[config.mk]
export PLATFORM = sky130hd
export DESIGN_NAME = spi_readback_tx
export DESIGN_NICKNAME = d
export VERILOG_FILES = /design/src/rtl/spi_readback_tx.sv
export SDC_FILE = /design/constraint.sdc
export NUM_CORES = 1
export LEC_CHECK = 0
export CORE_ASPECT_RATIO = 0.6
export CORE_MARGIN = 8
export CORE_UTILIZATION = 50
export CTS_CLUSTER_SIZE = 30
export DETAILED_ROUTE_END_ITERATION = 8
export PLACE_DENSITY = 0.85
export SLEW_MARGIN = 40
export SYNTH_ARGS = -nofsm -noshare
export SYNTH_HDL_FRONTEND = slang
export SYNTH_SLANG_ARGS = --single-unit
[constraint.sdc]
create_clock -name clk -period 3.5 [get_ports clk]
set_input_delay 0.7 -clock clk [delete_from_list [all_inputs] [get_ports clk]]
set_output_delay 0.7 -clock clk [all_outputs]
set_load 0.01 [all_outputs]
[src/rtl/spi_readback_tx.sv]
// -----------------------------------------------------------------------------
// spi_readback_tx
//
// FPGA-side SPI mode-0 slave transmitter that returns a latched record to the
// MCU so it can verify what it wrote. The record is zero-extended to a whole
// number of bytes and shifted out MSB-first on MISO, repeating for as long as
// chip select stays low. Everything runs in the system clock domain; sck and
// cs_n are treated as asynchronous and oversampled (clk >= 8x sck).
//
// Ports:
//   clk            system clock
//   rstn           asynchronous active-low reset
//   frame_i        packed record to transmit (FRAME_BITS wide)
//   frame_valid_i  load request for frame_i (hold until accepted)
//   frame_ready_o  block can accept a load (no transaction in progress)
//   loaded_o       a frame has been loaded since reset
//   sck_i          SPI clock, asynchronous
//   cs_n_i         SPI chip select, active low, asynchronous
//   miso_o         serial data out
//   miso_oe_o      MISO output enable
//   busy_o         transaction active
//   byte_done_o    one-cycle pulse when a byte has been clocked out
//   frame_done_o   one-cycle pulse when the last frame bit has been clocked out
// -----------------------------------------------------------------------------
module spi_readback_tx #(
  parameter int unsigned FRAME_BITS = 74
) (
  input  logic                  clk,
  input  logic                  rstn,
  input  logic [FRAME_BITS-1:0] frame_i,
  input  logic                  frame_valid_i,
  output logic                  frame_ready_o,
  output logic                  loaded_o,
  input  logic                  sck_i,
  input  logic                  cs_n_i,
  output logic                  miso_o,
  output logic                  miso_oe_o,
  output logic                  busy_o,
  output logic                  byte_done_o,
  output logic                  frame_done_o
);

  localparam int unsigned FRAME_BYTES = (FRAME_BITS + 7) / 8;
  localparam int unsigned TOTAL_BITS  = FRAME_BYTES * 8;
  localparam int unsigned IDX_W       = $clog2(TOTAL_BITS);

  localparam logic [IDX_W-1:0] LAST_IDX = IDX_W'(TOTAL_BITS - 1);

  localparam logic [0:0] ST_IDLE   = 1'b0;
  localparam logic [0:0] ST_ACTIVE = 1'b1;

  // ---------------------------------------------------------------------------
  // Input synchronizers: two flops for metastability plus one history flop
  // ---------------------------------------------------------------------------
  logic r_sck_meta, r_sck_sync, r_sck_hist;
  logic r_cs_meta, r_cs_sync, r_cs_hist;

  always_ff @(posedge clk or negedge rstn) begin
    if (!rstn) begin
      r_sck_meta <= 1'b0;
      r_sck_sync <= 1'b0;
      r_sck_hist <= 1'b0;
      r_cs_meta  <= 1'b1;
      r_cs_sync  <= 1'b1;
      r_cs_hist  <= 1'b1;
    end else begin
      r_sck_meta <= sck_i;
      r_sck_sync <= r_sck_meta;
      r_sck_hist <= r_sck_sync;
      r_cs_meta  <= cs_n_i;
      r_cs_sync  <= r_cs_meta;
      r_cs_hist  <= r_cs_sync;
    end
  end

  logic w_sck_rise, w_sck_fall, w_cs_fall, w_cs_rise;

  assign w_sck_rise = r_sck_sync & ~r_sck_hist;
  assign w_sck_fall = ~r_sck_sync & r_sck_hist;
  assign w_cs_fall  = ~r_cs_sync & r_cs_hist;
  assign w_cs_rise  = r_cs_sync & ~r_cs_hist;

  // ---------------------------------------------------------------------------
  // Arming: the cs synchronizer resets to "high", so a pin that is already low
  // when reset releases would look like a fresh falling edge. Transactions are
  // only accepted once the chain holds real samples and cs has been seen high.
  // ---------------------------------------------------------------------------
  logic [2:0] r_sync_vld;
  logic       r_armed;

  always_ff @(posedge clk or negedge rstn) begin
    if (!rstn) begin
      r_sync_vld <= 3'b000;
      r_armed    <= 1'b0;
    end else begin
      r_sync_vld <= {r_sync_vld[1:0], 1'b1};
      if (r_sync_vld[2] && r_cs_sync && r_cs_hist) begin
        r_armed <= 1'b1;
      end
    end
  end

  // ---------------------------------------------------------------------------
  // Shadow register, bit index and transmit state
  // ---------------------------------------------------------------------------
  logic [TOTAL_BITS-1:0] r_shadow;
  logic                  r_loaded;
  logic [0:0]            r_state;
  logic [IDX_W-1:0]      r_bit;
  logic                  r_miso;
  logic                  r_byte_done;
  logic                  r_frame_done;

  logic [TOTAL_BITS-1:0] w_frame_ext;
  logic                  w_ready;
  logic                  w_load;
  logic [IDX_W-1:0]      w_pos;

  logic [TOTAL_BITS-1:0] w_shadow_nxt;
  logic                  w_loaded_nxt;
  logic [0:0]            w_state_nxt;
  logic [IDX_W-1:0]      w_bit_nxt;
  logic                  w_miso_nxt;
  logic                  w_byte_done_nxt;
  logic                  w_frame_done_nxt;

  // Unsigned cast zero-extends at the MSB end, so byte 0 carries the pad bits
  assign w_frame_ext = TOTAL_BITS'(frame_i);
  assign w_ready     = (r_state == ST_IDLE);
  assign w_load      = frame_valid_i & w_ready;
  // Bit index 0 is the MSB of the padded frame
  assign w_pos       = LAST_IDX - r_bit;

  always_comb begin
    w_shadow_nxt     = r_shadow;
    w_loaded_nxt     = r_loaded;
    w_state_nxt      = r_state;
    w_bit_nxt        = r_bit;
    w_miso_nxt       = r_miso;
    w_byte_done_nxt  = 1'b0;
    w_frame_done_nxt = 1'b0;

    if (w_load) begin
      w_shadow_nxt = w_frame_ext;
      w_loaded_nxt = 1'b1;
    end

    case (r_state)
      ST_IDLE: begin
        // sck edges are ignored while idle, so cs fall always wins here
        if (w_cs_fall && r_armed) begin
          w_state_nxt = ST_ACTIVE;
          w_bit_nxt   = '0;
          // A load landing on the same edge must also supply the first bit,
          // otherwise the MSB would come from the previous frame.
          w_miso_nxt  = w_load ? w_frame_ext[TOTAL_BITS-1] : r_shadow[TOTAL_BITS-1];
        end
      end
      ST_ACTIVE: begin
        if (w_cs_rise) begin
          // Abort or normal end; any simultaneous sck edge is dropped
          w_state_nxt = ST_IDLE;
          w_bit_nxt   = '0;
          w_miso_nxt  = 1'b0;
        end else if (w_sck_rise) begin
          w_byte_done_nxt = (r_bit[2:0] == 3'b111);
          if (r_bit == LAST_IDX) begin
            w_frame_done_nxt = 1'b1;
            w_bit_nxt        = '0;
          end else begin
            w_bit_nxt = r_bit + 1'b1;
          end
        end else if (w_sck_fall) begin
          w_miso_nxt = r_shadow[w_pos];
        end
      end
      default: begin
        w_state_nxt = ST_IDLE;
        w_bit_nxt   = '0;
        w_miso_nxt  = 1'b0;
      end
    endcase
  end

  always_ff @(posedge clk or negedge rstn) begin
    if (!rstn) begin
      r_shadow     <= '0;
      r_loaded     <= 1'b0;
      r_state      <= ST_IDLE;
      r_bit        <= '0;
      r_miso       <= 1'b0;
      r_byte_done  <= 1'b0;
      r_frame_done <= 1'b0;
    end else begin
      r_shadow     <= w_shadow_nxt;
      r_loaded     <= w_loaded_nxt;
      r_state      <= w_state_nxt;
      r_bit        <= w_bit_nxt;
      r_miso       <= w_miso_nxt;
      r_byte_done  <= w_byte_done_nxt;
      r_frame_done <= w_frame_done_nxt;
    end
  end

  // ---------------------------------------------------------------------------
  // Outputs: all driven straight from flops so reset is visible immediately
  // ---------------------------------------------------------------------------
  assign frame_ready_o = w_ready;
  assign loaded_o      = r_loaded;
  assign busy_o        = (r_state == ST_ACTIVE);
  assign miso_oe_o     = (r_state == ST_ACTIVE);
  assign miso_o        = r_miso;
  assign byte_done_o   = r_byte_done;
  assign frame_done_o  = r_frame_done;

endmodule

==> results.cfg, run 1 <==
[pwr]
p_seq_share_pct = 48.8
power_frac_comb_pct = 21.6
irDropWorstVdd_mv = 0.277
p_sw_share_pct = 24.8
p_leak_uw = 0.00225
powerDensity_nw_per_um2 = 546
switchingPower_uw = 759
clkPwrFrac_pct = 29.6
p_int_uw = 2300

[synth]
ys.flop_type = dfrtp_1
synth_top_area_share_pct = 53.2
synth_edf_count = 0
synth.distinct_cells = 51
yosysTopAreaCell = dfrtp_1
mappedNetlistNets = 388
synth_seq_area_share_pct = 55.0
synth_cells = 305
avgSynthCellArea_um2 = 14.3
ys_ff_latch = 96
ys_warn_count = 0
synth.area.top_cells = dfrtp_1 (53%), mux2_2 (16%), mux4_2 (6.2%)
synthArstFlopShare_pct = 100
syn_area_um2 = 4370

[grt]
grt_overflow = 0
antenna_found_initial = 0
grt_pass1_vias = 3047
grt_pass1_wl_um = 15900
grt_max_degree = 56
grt.total_usage_pct = 17.4

[floorplanning]
core_um2 = 8490
die_h_um = 88.4
io_pins = 86
rows = 26
start_util_pct = 51.5
die-area_um2 = 12100
die_x_um = 137

[timing]
max_clock_freq_mhz = 403
relSlewSlack_pct = 49.5
worst_slew_pin_slew_ns = 0.757
fin_crit_sh_pct = 70.8
setup-tns-final_ns = 0
hold_viol_final = 0
setup_viol = 0
fin_skew_ns = 0.00476
rsz0062_at_grt = false
drv_slew = 0
finalCriticalPeriod_ns = 2.48

[clock_tree]
numClockSinks = 96
cts_root_buf = clkbuf_16
post_cts_buffers = 0
htreeDepth = 3
cts_buffers = 9
cts-hold-fix-buffers = 0
clk_pin_slew_worst_paths_ns = 0.06
clk_latency_ns = 0.34
cts_tree = built
max-clock-path-buffers = 2
post_cts.resized_instances = 0

[drt]
wire_per_inst_um = 19.0
drt_iter0_markers = 154
firstDrtPassIters = 4
via_count = 2794
drc = 0
routed_via_density = 5.55
ant_nets = 0
drt_wl_total_um = 9580

[critical_path]
crit_fanout = 9
end_kind = flip-flop
crit_required_ns = 3.78
r2r_cells = 7
timing.rr.start = r_bit[4]
crit_type = flip-flop to flip-flop
cp-start-kind = flip-flop
arrival_ns = 2.76
r2r-end = miso_o
r2r_slack_ns = 1.02

[final_layout]
n_fill_cell = 600
syn2layout_area_growth_pct = 28.3
drive_gt1_share_pct = 27.4
reg_top3 = r_shadow: 74 flops, r_bit: 7 flops, r_sync_vld: 3 flops
largest_reg_flops = 74
antennaDiodeCount = 0
post-route-util_pct = 66.0
fin_nets = 471
largest-register = r_shadow

[hold_path]
holdPathEnd = r_cs_sync
worstHoldStart = r_cs_meta
holdPathStages = 0
hp-class = flip-flop to flip-flop

[placed_design]
portBuffers = 85
dp_hpwl_um = 7020
gp_congestion = 0.878

[run_status]
outcome = completed

[flow_run]
maxCapViolCount = 0
==> critical path, cell delays in order (launching register included) <==
cell and delay, ns:
dfrtp_1 0.51, inv_1 0.11, ha_1 0.24, xnor2_1 0.50, nand3b_1 0.15, or4_1 0.52, a41oi_1 0.25, a221o_1 0.14
==> layout by cell type (no fill, tap or decap), drive strengths merged, types with 2 or more instances in the layout <==
cell type      Yosys  routed
nor2               6       6
a21oi              3       3
nand2b             3       3
mux4              16      16
nand2             12      12
o22ai              2       2
buf               11       9
nand4              4       4
clkdlybuf4s50      0      84
inv                6       6
o21ai             11      11
mux2i              6       6
a31oi              2       2
nor2b              8       8
or2                2       2
mux2              78      78
o31ai              2       2
dfrtp             93      93
nor3               2       2
and3               2       2
clkbuf            10      14
dfstp              3       3
ha                 4       4
==> worst max-delay path by stage <==
| stage | from | endpoint | slack [ns] | depth (start not counted) |
|---|---|---|---|---|
| 3_5_place_dp | frame_valid_i | r_shadow[11] | 0.95 | 4 |
| 6_report | r_bit[4] | miso_o | 1.02 | 7 |
| 5_1_grt | r_bit[4] | miso_o | 0.89 | 7 |
| 3_3_place_gp | r_bit[0] | miso_o | 0.85 | 5 |
| 4_1_cts | r_bit[4] | miso_o | 1.07 | 7 |
| 2_1_floorplan | r_bit[4] | miso_o | 1.42 | 8 |
==> stage by stage <==
stage / cells / cell area (µm²) / total power (µW) / worst slack (ns) / hold WS [ns]
floorplan: 305 / 4370 / 1920 / 1.42 / 0.331
CTS: 503 / 5610 / 3100 / 1.07 / 0.356
finish: 503 / 5610 / 3060 / 1.02 / 0.355
global route: 503 / 5610 / 3220 / 0.893 / 0.358
global placement: 489 / 5330 / 2140 / 0.853 / 0.333
detailed placement: 489 / 5330 / 2170 / 0.948 / 0.347
==> final cells by class <==
class	count	area (µm²)	share of cell area [%]
Timing Repair Buffer	93	921	16.4
Tap cell	112	140	2.50
Multi-Input combinational cell	182	1840	32.9
Sequential cell	96	2410	42.9
Clock buffer	14	274	4.89
Inverter	6	22.5	0.402
==> cell families after synthesis <==
family	Yosys count	synth area share, %
AO/OA/AOI/OAI	31	5.01
XOR/XNOR	1	0.200
adder cells (fa/ha/maj)	4	1.14
buffers and inverters	27	2.98
flip-flops	96	55.0
multiplexers	100	30.1
other	1	0.0858
AND/OR/NAND/NOR	45	5.41
==> power groups by stage <==
stage	Clock (µW)	Sequential, µW	Combinational [µW]
3_3_place_gp	0	1500	644
6_report	904	1490	661
3_5_place_dp	0	1510	662
5_1_grt	979	1530	719
2_1_floorplan	0	1420	506
4_1_cts	933	1500	670
==> routing by layer <==
layer	vias to the layer above	wire (µm)	global-route usage, %
met3	11	837	6.75
met4	0	139	6.24
met2	96	4100	24.9
met5	-	0	0
met1	1403	4510	23.4
li1	1284	-	-
==> synthesized netlist by cell type (all sizes together) (3+ instances only) <==
master,count
a21oi,3
buf,11
clkbuf,10
dfrtp,93
dfstp,3
ha,4
inv,6
mux2,78
mux2i,6
mux4,16
nand2,12
nand2b,3
nand4,4
nor2,6
nor2b,8
o21ai,11
(Power assumes the default switching activity.)
==> inputs of run 2 (changes only) <==
CORE_UTILIZATION = 47   (was 50)
PLACE_DENSITY = 0.84   (was 0.85)
clock period = 2.2 ns   (was 3.5 ns; I/O delays follow)
==> results.cfg, run 2 (same netlist as run 1, synthesis figures left out) <==
[clock_tree]
htreeDepth = 3
numClockSinks = 96
max-clock-path-buffers = 2
cts_tree = built
clk_latency_ns = 0.34
cts_buffers = 9
clk_pin_slew_worst_paths_ns = 0.07
cts_root_buf = clkbuf_16

[pwr]
irDropWorstVdd_mv = 0.464
powerDensity_nw_per_um2 = 904
p_leak_uw = 0.00234

[final_layout]
largest-register = r_shadow
layout_commonest_cell = dfrtp_1
reg_top3 = r_shadow: 74 flops, r_bit: 7 flops, r_sync_vld: 3 flops
final_cell_mix = dfrtp_1 (92), clkdlybuf4s50_1 (84), mux2_2 (64)
seq_area_um2 = 2410
post-route-util_pct = 63.6
n_fill_cell = 675
multi_input_area_um2 = 1840
antennaDiodeCount = 0
drive_gt1_share_pct = 31.0
largest_reg_flops = 74
fin_nets = 481
syn2layout_area_growth_pct = 32.8

[timing]
fin_crit_sh_pct = 99.1
rsz0062_at_grt = true
setup_viol = 0
fin_skew_ns = 0.00504
hold_viol_final = 0
drv_slew = 0
finalCriticalPeriod_ns = 2.18
hold_ws_ns = 0.350
worst_slew_pin_slew_ns = 0.509
max_clock_freq_mhz = 459
relSlewSlack_pct = 66.1
setup-tns-final_ns = 0

[grt]
grt_pass1_vias = 3090
grt_overflow = 0
grt_max_degree = 52
grt_pass1_wl_um = 16500
antenna_found_initial = 0
grt.total_usage_pct = 16.5

[critical_path]
crit_fanout = 6
end_kind = flip-flop
r2r_cells = 6
cp-start-kind = flip-flop
crit_type = flip-flop to flip-flop
r2r-end = miso_o
r2r_slack_ns = 0.02
timing.rr.start = r_bit[0]
arrival_ns = 2.41
crit_required_ns = 2.43

[hold_path]
holdPathEnd = r_sync_vld[2]
hp-class = flip-flop to flip-flop
worstHoldStart = r_sync_vld[1]
holdPathStages = 0

[floorplanning]
core_um2 = 9120
die_x_um = 141
die-area_um2 = 12700
rows = 27
start_util_pct = 47.9
die_h_um = 90.7
io_pins = 86

[run_status]
outcome = completed

[drt]
via_count = 2861
ant_nets = 0
drt_iter0_markers = 184
routed_via_density = 5.51
drt_wl_total_um = 10300
drc = 0
firstDrtPassIters = 4
wire_per_inst_um = 19.8

[flow_run]
maxCapViolCount = 0

[placed_design]
dp_hpwl_um = 7380
portBuffers = 85
gp_congestion = 0.847
-- run 2: changes by cell type in the layout (fill, tap and decap cells not counted), sizes merged, moves of 2 or more --
cell,change
buf,+8
clkbuf,-3
bufinv,+2
clkinv,+2
-- run 2: worst max path at each step --
stage               startpoint  endpoint  slack (ns)  cells after the start
floorplan             r_bit[4]    miso_o        0.12                      8
global placement      r_bit[0]    miso_o        0.07                      6
detailed placement    r_bit[0]    miso_o        0.04                      6
CTS                   r_bit[0]    miso_o       0.008                      6
global route          r_bit[0]    miso_o       -0.04                      6
finish                r_bit[0]    miso_o        0.02                      6
-- run 2: repair_timing --
| item | in CTS | in global routing |
|---|---|---|
| endpoints found under the hold margin | 13 | 0 |
| setup endpoints to repair | 0 | 1 |
| setup buffers | 0 | 3 |
| hold buffers | 1 | 0 |
| gates resized for setup | 0 | 8 |
-- run 2: report_power, final --
part / internal (µW) / total, µW / switching [µW]
clock network: 1030 / 1690 / 663
logic: 778 / 1220 / 439
registers: 2110 / 2340 / 225
-- run 2: metrics by stage --
step	cell area (µm²)	cells	total power (µW)	setup slack (ns)
after floorplan	4370	305	3060	0.122
after global placement	5410	498	3470	0.0705
after detailed placement	5410	498	3520	0.0433
after CTS	5750	515	5230	0.00806
after global routing	5810	519	5490	-0.0353
final	5810	519	5250	0.0203
-- run 2: area by class of cell --
type	instances	area share, %
Tap cell	116	2.50
Clock buffer	10	4.12
Inverter	6	0.388
Sequential cell	96	41.5
Clock inverter	6	1.55
Timing Repair Buffer	103	18.2
Multi-Input combinational cell	182	31.8
-- run 2: worst max-delay path: stages (launching register included) --
cell and delay [ns]:
dfrtp_2 0.44, buf_6 0.16, mux4_2 0.52, nor2b_1 0.17, o311ai_1 0.32, a21oi_1 0.09
a221o_1 0.37
-- run 2: metal layers --
layer	up-vias	global-route usage, %	wire length [µm]
met1	1475	22.1	4760
met5	-	0	0
met2	78	24.1	4700
li1	1300	-	-
met4	0	4.89	85
met3	8	6.70	712
